$ cat config.mk
export PLATFORM = sky130hd
export DESIGN_NAME = gf_add_vec_ctrl
export DESIGN_NICKNAME = d
export VERILOG_FILES = /design/src/rtl/gf_add_vec_ctrl.sv
export SDC_FILE = /design/constraint.sdc
export NUM_CORES = 1
export LEC_CHECK = 0
export CAP_MARGIN = 20
export CORE_MARGIN = 4
export CORE_UTILIZATION = 39
export CTS_CLUSTER_DIAMETER = 30
export DETAILED_ROUTE_END_ITERATION = 10
export PLACE_DENSITY = 0.91
export SETUP_SLACK_MARGIN = 0.5
export SYNTH_ARGS = -nofsm -noshare
export SYNTH_HDL_FRONTEND = slang
export SYNTH_SLANG_ARGS = --single-unit
$ cat constraint.sdc
create_clock -name i_clk -period 2.93 [get_ports i_clk]
set_input_delay 0.293 -clock i_clk [delete_from_list [all_inputs] [get_ports i_clk]]
set_output_delay 0.293 -clock i_clk [all_outputs]
set_load 0.02 [all_outputs]
$ cat src/rtl/gf_add_vec_ctrl.sv
// rtl/gf_add_vec_ctrl.sv - element-wise GF add sequencer over one shared gf_add datapath
// Optional start-while-busy flag o_err is built when GF_ADD_VEC_CTRL_ERR_EN is defined.
module gf_add_vec_ctrl #(
    parameter int WIDTH  = 8,
    parameter int N      = 64,
    parameter int ADDR_W = 6,
    parameter int RD_LAT = 1
) (
    input  logic              i_clk,
    input  logic              i_rst,
    input  logic              i_start,
    output logic              o_busy,
    output logic              o_done,
    output logic              o_rd_en,
    output logic [ADDR_W-1:0] o_rd_addr,
    input  logic [WIDTH-1:0]  i_rd_data_1,
    input  logic [WIDTH-1:0]  i_rd_data_2,
    output logic              o_add_start,
    output logic [WIDTH-1:0]  o_add_in_1,
    output logic [WIDTH-1:0]  o_add_in_2,
    input  logic [WIDTH-1:0]  i_add_out,
    input  logic              i_add_done,
    output logic              o_wr_en,
    output logic [ADDR_W-1:0] o_wr_addr,
    output logic [WIDTH-1:0]  o_wr_data
`ifdef GF_ADD_VEC_CTRL_ERR_EN
    ,
    output logic              o_err
`endif
);

    typedef enum logic [1:0] {
        S_IDLE,
        S_ISSUE,
        S_DRAIN,
        S_DONE
    } state_t;

    // One spare bit so a count of N is distinct from 0 when N == 2^ADDR_W.
    localparam int CW = ADDR_W + 1;
    localparam logic [CW-1:0] LAST_ADDR = CW'(N - 1);
    localparam logic [CW-1:0] N_CNT     = CW'(N);

    state_t            state_q, state_d;
    logic [CW-1:0]     rd_cnt_q, rd_cnt_d;
    logic [CW-1:0]     wr_cnt_q, wr_cnt_d;
    logic [RD_LAT-1:0] vld_q, vld_d;
    logic              in_issue, in_drain;

    assign o_add_in_1 = i_rd_data_1;
    assign o_add_in_2 = i_rd_data_2;
    assign o_wr_data  = i_add_out;
    assign o_wr_addr  = wr_cnt_q[ADDR_W-1:0];
    assign o_add_start = vld_q[RD_LAT-1];

    always_comb begin
        state_d   = state_q;
        rd_cnt_d  = rd_cnt_q;
        wr_cnt_d  = wr_cnt_q;
        in_issue  = (state_q == S_ISSUE);
        in_drain  = (state_q == S_DRAIN);
        o_busy    = (state_q != S_IDLE);
        o_done    = (state_q == S_DONE);
        o_rd_en   = in_issue;
        o_rd_addr = in_issue ? rd_cnt_q[ADDR_W-1:0] : '0;
        // Results arriving outside an active run (e.g. after a reset) are dropped.
        o_wr_en   = i_add_done && (in_issue || in_drain);
        vld_d     = RD_LAT'({vld_q, o_rd_en});

        if (o_wr_en) begin
            wr_cnt_d = wr_cnt_q + 1'b1;
        end

        case (state_q)
            S_IDLE: begin
                if (i_start) begin
                    state_d  = S_ISSUE;
                    rd_cnt_d = '0;
                    wr_cnt_d = '0;
                end
            end
            S_ISSUE: begin
                rd_cnt_d = rd_cnt_q + 1'b1;
                if (rd_cnt_q == LAST_ADDR) begin
                    state_d = S_DRAIN;
                end
            end
            S_DRAIN: begin
                if (wr_cnt_d == N_CNT) begin
                    state_d = S_DONE;
                end
            end
            S_DONE: begin
                state_d  = S_IDLE;
                rd_cnt_d = '0;
                wr_cnt_d = '0;
            end
            default: state_d = S_IDLE;
        endcase
    end

    always_ff @(posedge i_clk or posedge i_rst) begin
        if (i_rst) begin
            state_q  <= S_IDLE;
            rd_cnt_q <= '0;
            wr_cnt_q <= '0;
            vld_q    <= '0;
        end else begin
            state_q  <= state_d;
            rd_cnt_q <= rd_cnt_d;
            wr_cnt_q <= wr_cnt_d;
            vld_q    <= vld_d;
        end
    end

`ifdef GF_ADD_VEC_CTRL_ERR_EN
    logic err_q, err_d;

    always_comb begin
        err_d = err_q;
        if (i_start) begin
            err_d = (state_q != S_IDLE) ? 1'b1 : 1'b0;
        end
    end

    always_ff @(posedge i_clk or posedge i_rst) begin
        if (i_rst) begin
            err_q <= 1'b0;
        end else begin
            err_q <= err_d;
        end
    end

    assign o_err = err_q;
`endif

endmodule

==> impl_results.md <==
* Status: finished clean
* Setup Crit Path Kind: flop to flop
* Largest net degree at the start of global routing at 18
* Core Region at between 3000 and 4000 µm²
* Startpoint type of the worst setup path: flop
* CTS Buf Count at 3
* Y dimension of the die at around 66 µm
* Dominant cells by area after synthesis: dfrtp_1, buf_4, nand2_1
* PortBufs at 20
* Worst r2r src: state_q[0]$_DFFE_PP0P_
* Seq/Total Area, Yosys at 0.328
* Layout Cells excl Fill at between 150 and 200
* Max_slew headroom at 0.575
* Fmax at between 0.4 and 0.5 GHz
* Switch share at 0.452
* Critical Path Stages at 7
* RSZ-0062 raised after global routing: true
* GRT Overall Usage at 0.117
* Synth top area share at 0.328
* Syn avg cell area at about 8.5 µm²
* Die W at roughly 66 µm
* Internal at approximately 0.6 mW
* CP top delay family: simple AND/OR/NAND/NOR gates
* Yosys reg bits at 17
* Slowest-stage cell, CP: or4_4
* Worst path required time at 3.12 ns
* Dpl cells at between 150 and 200
* CP Buf/Inv Count at 1
* Final period utilization at 0.799
* Routed via count at ~950
* Total Routed Length at about 2400 µm
* Worst vdd ir at between 0.6 and 0.7 mV
* Synth area leader: dfrtp_1
* CTS root buf: clkbuf_4
* PD cells at a little under 800 nW/µm²
* Synthesized cell area at approximately 1300 µm²
* Worst-Margin Slew at between 0.6 and 0.7 ns
* Min Tclk post-route at ~2.3 ns
* Diode count at 0
* Most frequent cells in the layout: nand2_1, clkdlybuf4s50_1, dfrtp_1
* First-pass GRT wire length at roughly 4000 µm
* Setup TNS at 0 ns
* Hold_ws at ~0.36 ns
* Final nets at about 180
* Setup ws final at 0.589 ns
* Clock slew at reported path FFs at between 0.1 and 0.15 ns
* HP Class: primary input to asynchronous set/reset pin
* Die ar. at ~4300 µm²
* Setup WS pre-CTS at just over 0.4 ns
* Vias in the first global route at roughly 950
* Initial antenna violation count at 0
* Initial Util at 0.415
* Clk network pwr share at 0.117
* Routed WL per cell at ~12 µm
* Maxcap violations at 0
* Clock skew at 0.0143 ns
* Comb power frac at 0.586
* DRC at 0
* CP max stage delay at between 0.5 and 0.6 ns
* CTS tree: yes
* Vias per cell at roughly 5.0
* Worst setup EP type: flop
* Reg2Reg Depth at 7
* Placer Congestion at slightly above 0.9
* H-Tree Depth at 1
* Cells after Synth at around 150
* Area growth, synth to finish at 7.62%
* I/O pins at 69
* CP startpoint: state_q[0]$_DFFE_PP0P_
* Largest fanout on the critical path at 8
* Synth warn at 0
* Final count of pins violating max slew at 0
* Util after Layout at 0.446
* DP HPWL at ~1800 µm
* Most common cell after layout, fill and taps aside: nand2_1
* Grt ovf at 0
* Setup violators final at 0
* Switching pwr at between 0.4 and 0.5 mW
* Drt pass-1 iters at 4
* Num rows at 20
* Worst skew pair latency at approximately 0.30 ns
* Flop pwr share at 0.297
* Clock Path Buffers at 2
* Worst EP arrival at 2.53 ns
* CTS sink count at 17
* Pleak at 0.586 nW
* Post-route ant nets at 0
* Post-Syn Nets at around 190
* Hold-fix buffers, CTS at 0
* Final hold violation count at 0
* Distinct cells, synth at 34
* Critical-path cell list: inv_2, ha_4, nand3_4, or4_4, a311oi_4, nor2_1, or3_1
* Share of cells above drive strength 1 at 0.115
* Initial DRC Count at 70
[power by group through the flow]
stage | combinational, mW | sequential [mW] | clock (mW)
finish | 0.643 | 0.326 | 0.128
global route | 0.726 | 0.334 | 0.144
CTS | 0.581 | 0.320 | 0.131
detailed placement | 0.572 | 0.325 | 0
global placement | 0.561 | 0.323 | 0
floorplan | 0.453 | 0.325 | 0
[cell usage after synthesis]
master / number
xnor2_1: 1
o31ai_1: 5
a311oi_2: 1
nand3_1: 7
a31oi_1: 1
xor2_1: 3
inv_1: 5
dfrtp_1: 17
a21o_1: 1
ha_1: 7
nor2b_1: 3
a2bb2oi_1: 1
nor3_1: 1
or3_1: 2
o21a_1: 2
or4_4: 1
or2_2: 1
nand4b_1: 1
nor4_1: 2
a21oi_1: 3
and3_2: 1
nand3_4: 1
a311oi_1: 1
o21ai_0: 7
clkbuf_1: 1
nand2_1: 25
or3_2: 1
buf_4: 30
or4_1: 1
and4_2: 1
o221ai_1: 1
nor2_1: 9
and2_1: 7
nand2b_1: 2
[flip-flops by register name, indices dropped and copies added (netlist names)]
name,flops
state_q,2
rd_cnt_q,7
wr_cnt_q,7
o_add_start,1
[path summary, 6_finish.rpt]
| check | to | slack, ns |
|---|---|---|
| setup / recovery | state_q[1]$_DFFE_PP0P_ | 0.59 |
| hold / removal | rd_cnt_q[1]$_DFFE_PP0P_ | 0.36 |
| setup reg to reg | state_q[1]$_DFFE_PP0P_ | 0.59 |
| hold reg to reg | rd_cnt_q[5]$_DFFE_PP0P_ | 0.51 |
| max in group asynchronous | wr_cnt_q[6]$_DFF_PP0_ | 2.15 |
| min in group i_clk | rd_cnt_q[5]$_DFFE_PP0P_ | 0.51 |
[per-layer routing]
layer  vias up  wire length (µm)  global-route usage
met5         -                 0                   0
met4         0                 0              0.0285
met3         0               193              0.0427
met2        34              1140               0.194
met1       435              1040               0.145
li1        482                 -                   -
[cell type report]
class                   count  area [µm²]
clock buffers               3        22.5
clock inverters             1        5.00
fillers                   304        1730
inverters                   5        18.8
multi-input cells         100         654
flip-flops and latches     17         425
well taps                  44        55.1
repair buffers             22         215
[logic make-up (layout without fill, tap and decap cells)]
group,count (synthesis),in the layout,share of synthesized area
AOI/OAI and AO/OA,23,23,0.122
DFF,17,17,0.328
xor gates and xnor gates,4,4,0.0270
and+or+nand+nor,66,66,0.265
buffers and inverters,36,31,0.191
adders and majority gates,7,7,0.0675
[stage by stage]
stage               area [µm²]  total power [mW]
floorplan                 1300             0.777
global placement          1320             0.884
detailed placement        1320             0.897
CTS                       1350              1.03
global route              1400              1.20
finish                    1400              1.10
[repair_timing]
action | CTS | global route
buffers inserted | 0 | 2
resized for setup | 1 | 5
pin swaps | 0 | 2
endpoints found under the setup margin | 6 | 10
Power figures use the tool's default switching activity.
